`src/rtl/mul8u_share_arb.sv`:
```
// Round-robin sharing of one external 8x8 multiplier among NUM_REQ valid/ready requesters.
// Optional error statistics versus an exact product are enabled by defining MUL_ERR_STAT_EN.
module mul8u_share_arb #(
  parameter  int NUM_REQ = 4,
  parameter  int LAT     = 2,
  localparam int ID_W    = $clog2(NUM_REQ)
) (
  input  logic                 clk,
  input  logic                 rst,
  input  logic [NUM_REQ-1:0]   req_valid,
  output logic [NUM_REQ-1:0]   req_ready,
  input  logic [8*NUM_REQ-1:0] req_a,
  input  logic [8*NUM_REQ-1:0] req_b,
  output logic [7:0]           mul_a,
  output logic [7:0]           mul_b,
  input  logic [15:0]          mul_o,
  output logic                 rsp_valid,
  input  logic                 rsp_ready,
  output logic [ID_W-1:0]      rsp_id,
  output logic [15:0]          rsp_z,
  output logic                 busy
`ifdef MUL_ERR_STAT_EN
  ,
  input  logic                 clr_stat,
  output logic [15:0]          err_max,
  output logic [15:0]          err_cnt
`endif
);

  localparam logic [ID_W-1:0] LAST = ID_W'(NUM_REQ - 1);

  // vld_pipe[0] is S0 (operand register), vld_pipe[LAT] drives the response
  logic [LAT:0]           vld_pipe;
  logic [LAT:0][ID_W-1:0] id_q;
  logic [LAT:1][15:0]     z_q;
  logic [7:0]             a_q, b_q;
  logic [ID_W-1:0]        ptr_q, ptr_d, gnt;
  logic [ID_W:0]          cand;
  logic                   any_vld, stall, accept;

  // Scan from the highest offset down so the nearest requester after ptr wins
  always_comb begin
    gnt     = '0;
    any_vld = 1'b0;
    cand    = '0;
    for (int k = NUM_REQ - 1; k >= 0; k--) begin
      cand = {1'b0, ptr_q} + (ID_W+1)'(k);
      if (cand >= (ID_W+1)'(NUM_REQ)) cand = cand - (ID_W+1)'(NUM_REQ);
      if (req_valid[cand[ID_W-1:0]]) begin
        gnt     = cand[ID_W-1:0];
        any_vld = 1'b1;
      end
    end
  end

  assign stall     = vld_pipe[LAT] & ~rsp_ready;
  assign accept    = any_vld & ~stall;
  assign req_ready = accept ? (NUM_REQ'(1) << gnt) : '0;
  assign ptr_d     = accept ? ((gnt == LAST) ? '0 : gnt + 1'b1) : ptr_q;

  // Global stall: nothing moves, bubbles included, so rsp_* hold while blocked
  always_ff @(posedge clk) begin
    if (rst) begin
      vld_pipe <= '0;
      id_q     <= '0;
      z_q      <= '0;
      a_q      <= '0;
      b_q      <= '0;
      ptr_q    <= '0;
    end else begin
      ptr_q <= ptr_d;
      if (!stall) begin
        vld_pipe <= {vld_pipe[LAT-1:0], accept};
        if (accept) begin
          a_q     <= req_a[8*gnt +: 8];
          b_q     <= req_b[8*gnt +: 8];
          id_q[0] <= gnt;
        end
        z_q[1] <= mul_o;
        for (int s = 1; s <= LAT; s++) id_q[s] <= id_q[s-1];
        for (int s = 2; s <= LAT; s++) z_q[s]  <= z_q[s-1];
      end
    end
  end

  assign mul_a     = a_q;
  assign mul_b     = b_q;
  assign rsp_valid = vld_pipe[LAT];
  assign rsp_id    = id_q[LAT];
  assign rsp_z     = z_q[LAT];
  assign busy      = |vld_pipe;

`ifdef MUL_ERR_STAT_EN
  logic [LAT:1][15:0] ex_q;
  logic [15:0]        diff, err_max_q, err_cnt_q;

  always_ff @(posedge clk) begin
    if (rst) begin
      ex_q <= '0;
    end else if (!stall) begin
      ex_q[1] <= 16'(a_q) * 16'(b_q);
      for (int s = 2; s <= LAT; s++) ex_q[s] <= ex_q[s-1];
    end
  end

  assign diff = (rsp_z >= ex_q[LAT]) ? rsp_z - ex_q[LAT] : ex_q[LAT] - rsp_z;

  always_ff @(posedge clk) begin
    if (rst || clr_stat) begin
      err_max_q <= '0;
      err_cnt_q <= '0;
    end else if (rsp_valid && rsp_ready) begin
      if (diff > err_max_q) err_max_q <= diff;
      if (diff != '0 && err_cnt_q != 16'hFFFF) err_cnt_q <= err_cnt_q + 16'd1;
    end
  end

  assign err_max = err_max_q;
  assign err_cnt = err_cnt_q;
`endif

endmodule
```
`config.mk`:
```
export PLATFORM = sky130hd
export DESIGN_NAME = mul8u_share_arb
export DESIGN_NICKNAME = d
export VERILOG_FILES = /design/src/rtl/mul8u_share_arb.sv
export SDC_FILE = /design/constraint.sdc
export NUM_CORES = 1
export LEC_CHECK = 0
export ABC_AREA = 1
export CAP_MARGIN = 20
export CORE_MARGIN = 5
export CORE_UTILIZATION = 35
export CTS_CLUSTER_DIAMETER = 60
export DETAILED_ROUTE_END_ITERATION = 16
export GPL_ROUTABILITY_DRIVEN = 0
export GPL_TIMING_DRIVEN = 0
export PLACE_DENSITY_LB_ADDON = 0.12
export SLEW_MARGIN = 20
export SYNTH_ARGS = -nofsm -noshare
export SYNTH_HDL_FRONTEND = slang
export SYNTH_SLANG_ARGS = --single-unit
```
`constraint.sdc`:
```
create_clock -name clk -period 2.15 [get_ports clk]
set_clock_uncertainty 0.1 [all_clocks]
set_input_delay 0.43 -clock clk [delete_from_list [all_inputs] [get_ports clk]]
set_output_delay 0.43 -clock clk [all_outputs]
set_load 0.005 [all_outputs]
```
* Word level (Yosys, flattened, before mapping) *
Cells that the tools add are included.

storage, ports and cells
  bits in registers = 59
  output and inout port bits = 40
  logic and storage cells = 57

operators by class
  add/sub/neg operators = 8
  $lt $le $gt $ge = 8
  eq/ne operators = 1
  shift operators = 3
  mux-type cells = 22
  bitwise operators = 4
  reductions and logical operators = 2

operators with widths
  cell                                                                number
  variable part select 32 x 6 -> 8 bit                                2
  2-to-1 mux 2 bit                                                    9
  less-than comparator 2 x 3 -> 1 bit (second input constant)         4
  greater-or-equal comparator 3 bit (second input constant)           3
  binary-select mux 1 bit (select 2 bit)                              4
  2-to-1 mux 1 bit                                                    8
  subtractor 2 x 1 -> 2 bit (second input constant)                   4
  adder 2 x 2 -> 3 bit (second input constant)                        2
  2-to-1 mux 4 bit                                                    1
  << shifter 1 x 2 -> 4 bit (first input constant)                    1
  adder 2 x 1 -> 3 bit (second input constant)                        1
  greater-or-equal comparator 2 x 3 -> 1 bit (second input constant)  1
  OR reduction 3 bit                                                  1
  adder 2 x 1 -> 2 bit (second input constant)                        1
  bitwise AND 1 bit                                                   2
  equality test 2 bit (second input constant)                         1
  NOT 1 bit                                                           2
  AND reduction 2 bit                                                 1

* Logic depth before layout (Yosys ltp) *
Gate-level depths: netlist (run 1).

  depth in word-level cells = 11
  depth in mapped cells = 15
  gate-level depth less buffers = 15

* Least setup slack after synthesis (run 1) *
No wires, ideal clock.

  path kind = input to output
  start = input port req_valid[2]
  end = output port req_ready[3]
  arrival time = 1.579 ns
  required time = 1.620 ns
  slack = 0.041 ns
  stages = 7
  path buffers = 1
  path through = inv_1 o21ai_0 nand2_1 a21oi_4 inv_2 buf_6 nor3_1

between the ends
  longest elaborated chain between the ends = 8

ends and longest elaborated chain
  item                                                                       RTL line  source
  start: declaration                                                         10        input logic [NUM_REQ-1:0] req_valid,
  binary-select mux 1 bit (select 2 bit)                                     49        if (req_valid[cand[ID_W-1:0]]) begin
  2-to-1 mux 1 bit (not written as such)                                     49
  2-to-1 mux 2 bit / 2-to-1 mux 1 bit (equally long branches) (4 in series)  49
  << shifter 1 x 2 -> 4 bit / bitwise AND 1 bit (equally long branches)      58, 57
  2-to-1 mux 4 bit *                                                         58        assign req_ready = accept ? (NUM_REQ'(1) << gnt) : '0;
  end: declaration                                                           11        output logic [NUM_REQ-1:0] req_ready,

Every way passes the cells marked *; elsewhere a longest branch is shown, timed or not. The select of a mux whose other input is x is not followed.

* Final worst setup path (run 1) *
  start = register ptr_q[0]
  end = output port req_ready[1]

between the ends
  longest elaborated chain between the ends = 11

ends and longest elaborated chain
  item                                                                                   RTL line  source
  start: declaration                                                                     37        logic [ID_W-1:0] ptr_q, ptr_d, gnt;
  start signal: assignment                                                               71        ptr_q <= ptr_d;
  adder 2 x 2 -> 3 bit                                                                   47        cand = {1'b0, ptr_q} + (ID_W+1)'(k);
  greater-or-equal comparator 3 bit / subtractor 2 x 1 -> 2 bit (equally long branches)  48        if (cand >= (ID_W+1)'(NUM_REQ)) cand = cand - (ID_W+1)'(NUM_REQ);
  2-to-1 mux 2 bit                                                                       48
  binary-select mux 1 bit (select 2 bit)                                                 49
  2-to-1 mux 1 bit (not written as such)                                                 49
  2-to-1 mux 2 bit / 2-to-1 mux 1 bit (equally long branches) (4 in series)              49
  << shifter 1 x 2 -> 4 bit / bitwise AND 1 bit (equally long branches)                  58, 57
  2-to-1 mux 4 bit *                                                                     58

Marks and branches as above.

==> flow_metrics.py, run 1 <==
metrics = {
    "clock_network": {
        "ctsHtreeMaxLevel": 3,
        "cts.hold.buffers_added": 0,
        "root_buffer": "clkbuf_8",
        "cts-buffers-inserted": 9,
        "clock-sinks": 59,
        "insertion_delay_ns": 0.33,
        "cts_tree": "built",
        "clk_path_buf_depth": 2,
        "clk_pin_slew_ns": 0.07,
    },
    "detailed_routing": {
        "wl_per_cell_um": 12.5,
        "drcViolationCount": 0,
        "drtIter0Drc": 108,
        "dr_total_vias": 3661,
        "finalWirelength_um": 9970,
        "drt_first_pass_iters": 4,
        "antenna_left": 0,
        "viasPerCell": 4.58,
    },
    "outcome": {
        "outcome": "complete, but fails checks",
        "violations": "setup timing",
    },
    "setup_path": {
        "crit_path_cell_trace": "buf_8 -> o21ai_4 -> nor2_4 -> nand2_2 -> nand2_4 -> buf_4 -> nor2_4 -> nand2_2 -> inv_2 -> buf_2",
        "cp_top_family": "buffers and inverters",
        "worstSetupPathType": "register to primary output",
        "endpoint_kind": "primary output",
        "cp-start-kind": "register",
        "cp.arrival_ns": 1.82,
        "crit_path_top_delay_cell": "dfxtp_4",
        "cp_max_fo": 5,
        "cp_data_required_time_ns": 1.62,
        "slowest_delay_ns": 0.38,
        "path_buf_inv": 4,
    },
    "grt": {
        "grt_max_degree": 12,
        "grt_pass1_vias": 3543,
        "overflow": 0,
        "antenna_found_initial": 0,
        "grt_pass1_wl_um": 16300,
        "grt_usage_pct": 17.9,
    },
    "pwr": {
        "power.density_nw_per_um2": 1200,
        "p_leak_nw": 2.72,
        "irDropWorstVdd_mv": 0.737,
    },
    "synthesis": {
        "synth_mux_area_share_pct": 0,
        "syn_area_um2": 3260,
        "synth_top_area_share_pct": 36.2,
        "synthSimpleGateAreaFrac_pct": 35.9,
        "ys_types": 20,
        "postSynthCellCount": 532,
        "seq_area_frac_synth_pct": 36.2,
        "synth.largest_area_cell": "dfxtp_1",
        "synth_fa_ha_area_share_pct": 0,
        "syn_nets": 619,
        "synth_area_leaders": "dfxtp_1 36%, nor2_1 13%, nand3_1 13%",
        "synth_compound_area_share_pct": 7.87,
        "synth_top_family_by_area": "simple AND/OR/NAND/NOR gates",
        "synthXorXnorAreaFrac_pct": 0,
        "synth_warnings": 0,
        "syn_avg_cell_area_um2": 6.13,
        "ys_seq_elements": 59,
    },
    "final_layout": {
        "final_core_util_pct": 57.4,
        "drive_gt1_share_pct": 17.0,
        "nets": 772,
        "area_growth_pct": 61.2,
        "antenna_cells": 0,
    },
    "floorplan": {
        "initial_core_util_pct": 35.6,
        "fp.coreArea_um2": 9150,
        "die_area_um2": 11300,
        "rows": 35,
        "die_width_um": 107,
        "io_pins": 127,
        "die-height_um": 107,
    },
    "sta": {
        "relSlewSlack_pct": 66.6,
        "rsz0062_at_grt": "yes",
        "fmax_mhz": 426,
        "slew_viol_final": 0,
        "hold_viol_final": 0,
        "setup_violations": 4,
        "fin_crit_sh_pct": 109,
        "whs_ns": 0.378,
        "min_period_ns": 2.35,
        "worst_pin_slew_ns": 0.501,
        "fin_ws_ns": -0.199,
    },
    "hold_path": {
        "min_path_type": "register to register",
    },
    "run": {
        "cap_violations": 0,
    },
    "placed_design": {
        "port-buffer-count": 126,
        "place_hpwl_um": 7490,
    },
}
[power by group]
part | total, mW | leakage (nW) | switching (mW) | internal [mW]
Sequential | 1.48 | 0.490 | 0.145 | 1.34
Combinational | 3.83 | 2.13 | 2.02 | 1.80
Clock | 0.987 | 0.102 | 0.432 | 0.556
[Yosys cell counts]
library cell	number
nor3_1	1
dfxtp_1	59
nand2_1	75
a21oi_4	1
inv_1	95
o21ai_0	39
nor2_1	115
nand3_1	86
nand2_2	2
buf_1	3
nand3_2	1
a21oi_1	3
a211oi_1	1
buf_6	2
o21ai_1	3
inv_2	3
buf_2	10
clkbuf_1	11
buf_4	21
o211ai_1	1
[path summary, 6_finish.rpt]
path / from / endpoint / slack, ns / depth (start not counted)
hold reg to reg: z_q[7] / z_q[7] / 0.38 / 2
setup reg to reg: ptr_q[0] / mul_a[1] / 0.11 / 15
setup / recovery: ptr_q[0] / req_ready[1] / -0.20 / 10
hold / removal: z_q[7] / z_q[7] / 0.38 / 2
[logic make-up after synthesis]
kind of cell	after synthesis
DFF	59
and+or+nand+nor	280
buffers and inverters	145
AOI/OAI and AO/OA	48
[tightest hold or removal path, stage by stage (launching register included)]
cell and delay (ns):
dfxtp_1 0.32, nor2_1 0.04, nor2_1 0.08
[placed cells by master (no fill, tap or decap), types with 2 or more instances in the layout]
cell type,n
o21ai_0,38
nor2_1,110
nand3_2,3
a21oi_1,3
clkbuf_8,10
buf_4,34
inv_1,87
o21ai_4,4
inv_2,8
nand3_4,2
nand2_4,8
clkdlybuf4s50_1,118
nand3_1,82
buf_6,4
nand2_1,57
nand2_2,12
buf_2,8
nor2_4,3
buf_1,3
dfxtp_1,57
clkbuf_1,11
buf_8,4
clkinv_4,2
clkinv_2,3
dlygate4sd2_1,4
nor2_2,2
[flip-flops by register name, summed over array words and instances, names as in the netlist]
| signal | cells |
|---|---|
| rsp_id | 2 |
| rsp_z | 16 |
| vld_pipe | 3 |
| mul_a | 8 |
| mul_b | 8 |
| z_q | 16 |
| ptr_q | 2 |
| id_q | 4 |
[metal layers]
metal  vias to the layer above  global-route usage (%)  share of wire (%)
met5                         -                       0                  0
met4                         0                    6.03                2.1
met3                        18                    7.59                9.0
met2                       124                    31.1                 48
met1                      1612                    19.5                 41
li1                       1907                       -                  -
[stage by stage]
step | cells | setup slack (ns) | setup TNS (ns) | power (mW) | instance area [um2]
after floorplan | 532 | 0.0412 | 0 | 3.33 | 3260
after global placement | 769 | -1.25 | -13.91 | 4.41 | 4660
after detailed placement | 769 | -1.27 | -15.43 | 4.47 | 4660
after CTS | 798 | -0.227 | -0.838 | 6.05 | 5130
after global routing | 800 | -0.298 | -1.11 | 6.80 | 5250
final | 800 | -0.199 | -0.730 | 6.30 | 5250
[area by class of cell]
| class | instances | area [um2] |
|---|---|---|
| plain buffers | 46 | 320 |
| clock buffers | 10 | 138 |
| clock inverters | 5 | 53.8 |
| fillers | 898 | 3900 |
| inverters | 98 | 380 |
| multi-input cells | 328 | 1630 |
| flip-flops and latches | 59 | 1190 |
| well taps | 111 | 139 |
| repair buffers | 143 | 1400 |
[what timing repair did]
item,4_1_cts,5_1_grt
resized for setup,77,31
pin swaps,17,18
buffers inserted,14,3
setup endpoints to repair,21,20
cloned,1,0
(Power assumes the default switching activity.)
==> run 2, diff against run 1 <==
--- a/config.mk
+++ b/config.mk
@@ -13,7 +13,7 @@
 export DETAILED_ROUTE_END_ITERATION = 16
 export GPL_ROUTABILITY_DRIVEN = 0
 export GPL_TIMING_DRIVEN = 0
-export PLACE_DENSITY_LB_ADDON = 0.12
+export PLACE_DENSITY = 0.66
 export SLEW_MARGIN = 20
 export SYNTH_ARGS = -nofsm -noshare
 export SYNTH_HDL_FRONTEND = slang
==> run 2 against run 1 <==
Net effect: non-clock buffer count is 15 higher; via count up 2.6%; setup slack worse by 0.088 ns; largest power group unchanged; critical path type unchanged; largest cell class unchanged; sequential power is essentially flat; the run still ends with setup timing left; critical path depth up 2; maximum frequency decreased by 3.6%.
==> flow_metrics.py, run 2 (synthesized netlist as in run 1, its figures left out) <==
metrics = {
    "hold_path": {
        "whs_path_depth": 2,
        "min_path_type": "register to register",
    },
    "setup_path": {
        "cp_max_fo": 4,
        "endpoint": "req_ready[1]",
        "crit_start": "ptr_q[0]",
        "endpoint_kind": "primary output",
        "cp-start-kind": "register",
        "reg2reg_setup_slack_ns": -0.13,
        "cp.arrival_ns": 1.91,
        "cp_data_required_time_ns": 1.62,
        "r2r-end": "ptr_q[1]",
        "rr_startpoint": "ptr_q[0]",
        "ff2ff_path_depth": 18,
        "worstSetupPathType": "register to primary output",
    },
    "outcome": {
        "outcome": "complete, but fails checks",
        "violations": "setup timing",
    },
    "floorplan": {
        "io_pins": 127,
        "rows": 35,
        "die_area_um2": 11300,
        "die_width_um": 107,
        "initial_core_util_pct": 35.6,
        "die-height_um": 107,
        "fp.coreArea_um2": 9150,
    },
    "sta": {
        "relSlewSlack_pct": 67.8,
        "fmax_mhz": 410,
        "hold_viol_final": 0,
        "slew_viol_final": 0,
        "rsz0062_at_grt": "yes",
        "fin_ws_ns": -0.287,
        "min_period_ns": 2.44,
        "setup_violations": 5,
        "fin_crit_sh_pct": 113,
        "worst_pin_slew_ns": 0.483,
    },
    "placed_design": {
        "dpl_cell_area_um2": 4660,
        "port-buffer-count": 126,
        "place_hpwl_um": 7500,
        "dpl_worst_slack_ns": -1.34,
    },
    "pwr": {
        "combPwrFrac_pct": 61.7,
        "p_seq_share_pct": 21.6,
        "power.density_nw_per_um2": 1270,
        "switchingPower_mw": 2.79,
        "irDropWorstVdd_mv": 0.595,
        "internal_power_mw": 4.06,
        "p_leak_nw": 2.81,
        "switching_share_pct": 40.7,
        "p_clk_share_pct": 16.7,
    },
    "grt": {
        "grt_pass1_vias": 3779,
        "grt_pass1_wl_um": 16900,
        "grt_max_degree": 13,
        "overflow": 0,
        "antenna_found_initial": 0,
        "grt_usage_pct": 18.4,
    },
    "clock_network": {
        "cts-buffers-inserted": 9,
        "cts_tree": "built",
        "insertion_delay_ns": 0.33,
        "cts.hold.buffers_added": 0,
        "clk_path_buf_depth": 2,
        "ctsHtreeMaxLevel": 3,
        "clk_pin_slew_ns": 0.07,
        "clock-sinks": 59,
        "root_buffer": "clkbuf_8",
    },
    "detailed_routing": {
        "finalWirelength_um": 10500,
        "dr_total_vias": 3758,
        "viasPerCell": 4.61,
        "drt_first_pass_iters": 5,
        "wl_per_cell_um": 12.9,
        "antenna_left": 0,
        "drcViolationCount": 0,
        "drtIter0Drc": 108,
    },
    "final_layout": {
        "antenna_cells": 0,
        "stdcell_area_um2": 5410,
        "layout_common_cells": "118 x clkdlybuf4s50_1, 111 x nor2_1, 88 x inv_1, 81 x nand3_1, 59 x nand2_1",
        "final_common_cell": "clkdlybuf4s50_1",
        "area_growth_pct": 66.1,
        "drive_gt1_share_pct": 18.6,
        "nets": 787,
    },
    "run": {
        "cap_violations": 0,
    },
}
==> run 2: repair_timing <==
action / in CTS / in global routing
pin swaps: 22 / 14
setup endpoints to repair: 21 / 18
gates resized for setup: 85 / 31
hold endpoints to repair: 0 / 0
cloned: 1 / 0
buffers inserted: 28 / 12
==> run 2: worst min-delay path by stage <==
stage | start | endpoint | slack [ns]
floorplan | id_q[2] | id_q[2] | 0.35
global placement | z_q[5] | z_q[5] | 0.36
detailed placement | z_q[0] | z_q[0] | 0.37
CTS | z_q[0] | z_q[0] | 0.38
global route | z_q[12] | z_q[12] | 0.40
finish | z_q[5] | z_q[5] | 0.38
==> run 2: area by class of cell <==
cell class	count	area, um2
Fill cell	871	3740
Multi-Input combinational cell	328	1620
Timing Repair Buffer	158	1540
Sequential cell	59	1190
Inverter	98	385
Buffer	46	313
Tap cell	111	139
Clock buffer	9	124
Clock inverter	7	98.8
==> run 2: critical path, stage by stage, from the launching register on <==
cell	delay [ns]
dfxtp_4	0.38
buf_8	0.14
o21ai_4	0.20
nand2_2	0.09
nand3_4	0.10
buf_6	0.11
nand3_4	0.07
nand2_4	0.12
inv_8	0.05
nor2_4	0.09
nand2_2	0.08
inv_2	0.06
buf_6	0.08
==> run 2: through the flow <==
step           power (mW)  util (%)  setup TNS (ns)  hold WS, ns  instances
2_1_floorplan        3.33         -               0        0.350        532
3_3_place_gp         4.39      50.9          -13.53        0.358        769
3_5_place_dp         4.43      50.9          -14.04        0.365        769
4_1_cts              6.43      57.5          -0.851        0.382        808
5_1_grt              7.37      59.1           -1.96        0.402        816
6_report             6.86      59.1           -1.12        0.378        816
==> run 2: power groups by stage <==
stage | registers (mW) | clock network, mW | logic [mW]
floorplan | 1.47 | 0 | 1.86
global placement | 1.48 | 0 | 2.91
detailed placement | 1.48 | 0 | 2.95
CTS | 1.48 | 1.17 | 3.78
global route | 1.51 | 1.23 | 4.63
finish | 1.48 | 1.15 | 4.23
==> run 2: metal layers <==
| layer | part of all wire (%) | track usage, % | vias to the layer above |
|---|---|---|---|
| li1 | - | - | 1934 |
| met1 | 40 | 20.4 | 1631 |
| met2 | 48 | 31.8 | 162 |
| met3 | 8.4 | 6.31 | 31 |
| met4 | 3.5 | 8.40 | 0 |
| met5 | 0 | 0 | - |
==> run 3, diff against run 2 <==
--- a/config.mk
+++ b/config.mk
@@ -8,12 +8,12 @@
 export ABC_AREA = 1
 export CAP_MARGIN = 20
 export CORE_MARGIN = 5
-export CORE_UTILIZATION = 35
+export CORE_UTILIZATION = 40
 export CTS_CLUSTER_DIAMETER = 60
 export DETAILED_ROUTE_END_ITERATION = 16
 export GPL_ROUTABILITY_DRIVEN = 0
 export GPL_TIMING_DRIVEN = 0
-export PLACE_DENSITY = 0.66
+export PLACE_DENSITY = 0.74
 export SLEW_MARGIN = 20
 export SYNTH_ARGS = -nofsm -noshare
 export SYNTH_HDL_FRONTEND = slang
==> run 3 against run 2 <==
Net effect: the flow still finishes with violations (setup timing); via count down 0.16%; sequential power about the same; sequential share of layout area up 0.99 points; final cell count down 2.3%; non-clock buffer count down 13; largest power group unchanged; combinational power down 12%; die area down 11%; largest cell class unchanged; clock-buffer cell count unchanged; critical path type unchanged.
==> flow_metrics.py, run 3 (synthesized netlist as in run 1, its figures left out) <==
metrics = {
    "sta": {
        "slew_viol_final": 0,
        "fin_ws_ns": -0.225,
        "worst_pin_slew_ns": 0.505,
        "min_period_ns": 2.38,
        "rsz0062_at_grt": "yes",
        "fmax_mhz": 421,
        "setup_violations": 4,
        "hold_viol_final": 0,
        "finalSetupTns_ns": -0.828,
        "fin_crit_sh_pct": 110,
        "relSlewSlack_pct": 66.3,
    },
    "setup_path": {
        "cp_top_family": "simple AND/OR/NAND/NOR gates",
        "cp.arrival_ns": 1.85,
        "slowest_delay_ns": 0.37,
        "path_buf_inv": 3,
        "endpoint_kind": "primary output",
        "cp-start-kind": "register",
        "cp_max_fo": 6,
        "worstSetupPathType": "register to primary output",
        "crit_path_cell_trace": "buf_6 -> o21ai_4 -> nor2_4 -> nor2_4 -> nand3_4 -> nand2_4 -> inv_6 -> nor3_4 -> buf_2",
        "crit_top_cell": "nor2_4",
        "crit_path_top_delay_cell": "dfxtp_4",
        "cp_data_required_time_ns": 1.62,
    },
    "final_layout": {
        "final_common_cell": "clkdlybuf4s50_1",
        "drive_gt1_share_pct": 16.9,
        "final_core_util_pct": 64.1,
        "nets": 774,
        "layout_common_cells": "118 x clkdlybuf4s50_1, 111 x nor2_1, 87 x inv_1, 82 x nand3_1, 60 x nand2_1",
        "area_growth_pct": 59.2,
        "antenna_cells": 0,
    },
    "floorplan": {
        "fp.coreArea_um2": 8090,
        "io_pins": 127,
        "initial_core_util_pct": 40.3,
        "die_width_um": 100,
        "die_area_um2": 10100,
        "die-height_um": 100,
        "rows": 33,
    },
    "detailed_routing": {
        "wirelength_met1_um": 3970,
        "antenna_left": 0,
        "viasPerCell": 4.71,
        "route.met3.wl_um": 923,
        "wl_per_cell_um": 12.4,
        "highest_layer": "met4",
        "drtIter0Drc": 123,
        "drt_first_pass_iters": 4,
        "finalWirelength_um": 9920,
        "route.met2.wl_um": 4700,
        "drcViolationCount": 0,
        "dr_total_vias": 3752,
    },
    "grt": {
        "grt_pass1_vias": 3771,
        "antenna_found_initial": 0,
        "grt_usage_pct": 20.3,
        "grt_pass1_wl_um": 16500,
        "overflow": 0,
        "grt_max_degree": 13,
    },
    "clock_network": {
        "clock-sinks": 59,
        "ctsHtreeMaxLevel": 3,
        "clk_path_buf_depth": 2,
        "root_buffer": "clkbuf_8",
        "cts-buffers-inserted": 9,
        "insertion_delay_ns": 0.34,
        "cts_tree": "built",
        "clk_pin_slew_ns": 0.07,
    },
    "outcome": {
        "violations": "setup timing",
        "outcome": "complete, but fails checks",
    },
    "hold_path": {
        "min_path_type": "register to register",
    },
    "placed_design": {
        "place_hpwl_um": 7300,
        "port-buffer-count": 126,
    },
    "pwr": {
        "p_leak_nw": 2.70,
        "total_power_mw": 6.20,
        "power.density_nw_per_um2": 1190,
        "irDropWorstVdd_mv": 0.635,
    },
    "run": {
        "cap_violations": 0,
    },
}
-- run 3: cell count changes in the layout (fill, tap and decap cells not counted), sizes merged --
cell    previous run  this run
buf               70        57
bufinv             2         1
inv               99        98
clkinv             3         5
-- run 3: worst reg2reg max path: stages, from the launching register on --
cell     delay (ns)
dfxtp_4        0.37
buf_6          0.14
o21ai_4        0.21
nor2_4         0.08
nor2_4         0.11
nand3_4        0.10
nand2_4        0.10
buf_4          0.11
buf_4          0.13
buf_4          0.18
nand2_1        0.07
nand3_1        0.07
nand3_1        0.08
nand2_1        0.07
inv_1          0.04
-- run 3: report_power, final --
part	internal (mW)	leakage (nW)	switching [mW]
logic	1.71	2.11	2.01
registers	1.34	0.491	0.139
clock network	0.542	0.0998	0.469
total	3.59	2.70	2.61
-- run 3: area by class of cell --
type	count	area, um2
timing repair buffer	145	1390
clock buffer	9	124
inverter	98	380
buffer	46	294
tap	105	131
fill	739	2900
multi-input combinational	328	1600
clock inverter	7	77.6
sequential	59	1190
-- run 3: per-layer routing --
metal  up-vias  global-route usage (%)
met5         -                       0
met4         0                    10.6
met3        30                    7.71
met2       181                    33.2
met1      1625                    22.9
li1       1916                       -
-- run 3: repair_timing --
action                     4_1_cts  5_1_grt
gates cloned                     1        0
pin swaps                       23       15
setup endpoints to repair       21        6
setup buffers                   13        5
hold buffers                     0        0
resized for setup               71       22
-- run 3: path summary, 6_finish.rpt --
path | from | endpoint | slack (ns) | depth (start not counted)
min | z_q[11] | z_q[11] | 0.38 | 2
min reg2reg | z_q[11] | z_q[11] | 0.38 | 2
max reg2reg | ptr_q[0] | mul_a[1] | 0.08 | 14
max | ptr_q[0] | req_ready[3] | -0.23 | 9
-- run 3: through the flow --
step | worst slack [ns] | area, um2 | hold WS, ns | std cells
final | -0.225 | 5190 | 0.378 | 797
after global routing | -0.357 | 5190 | 0.402 | 797
after floorplan | 0.0412 | 3260 | 0.350 | 532
after global placement | -1.31 | 4650 | 0.359 | 763
after CTS | -0.234 | 5070 | 0.385 | 792
after detailed placement | -1.29 | 4650 | 0.368 | 763
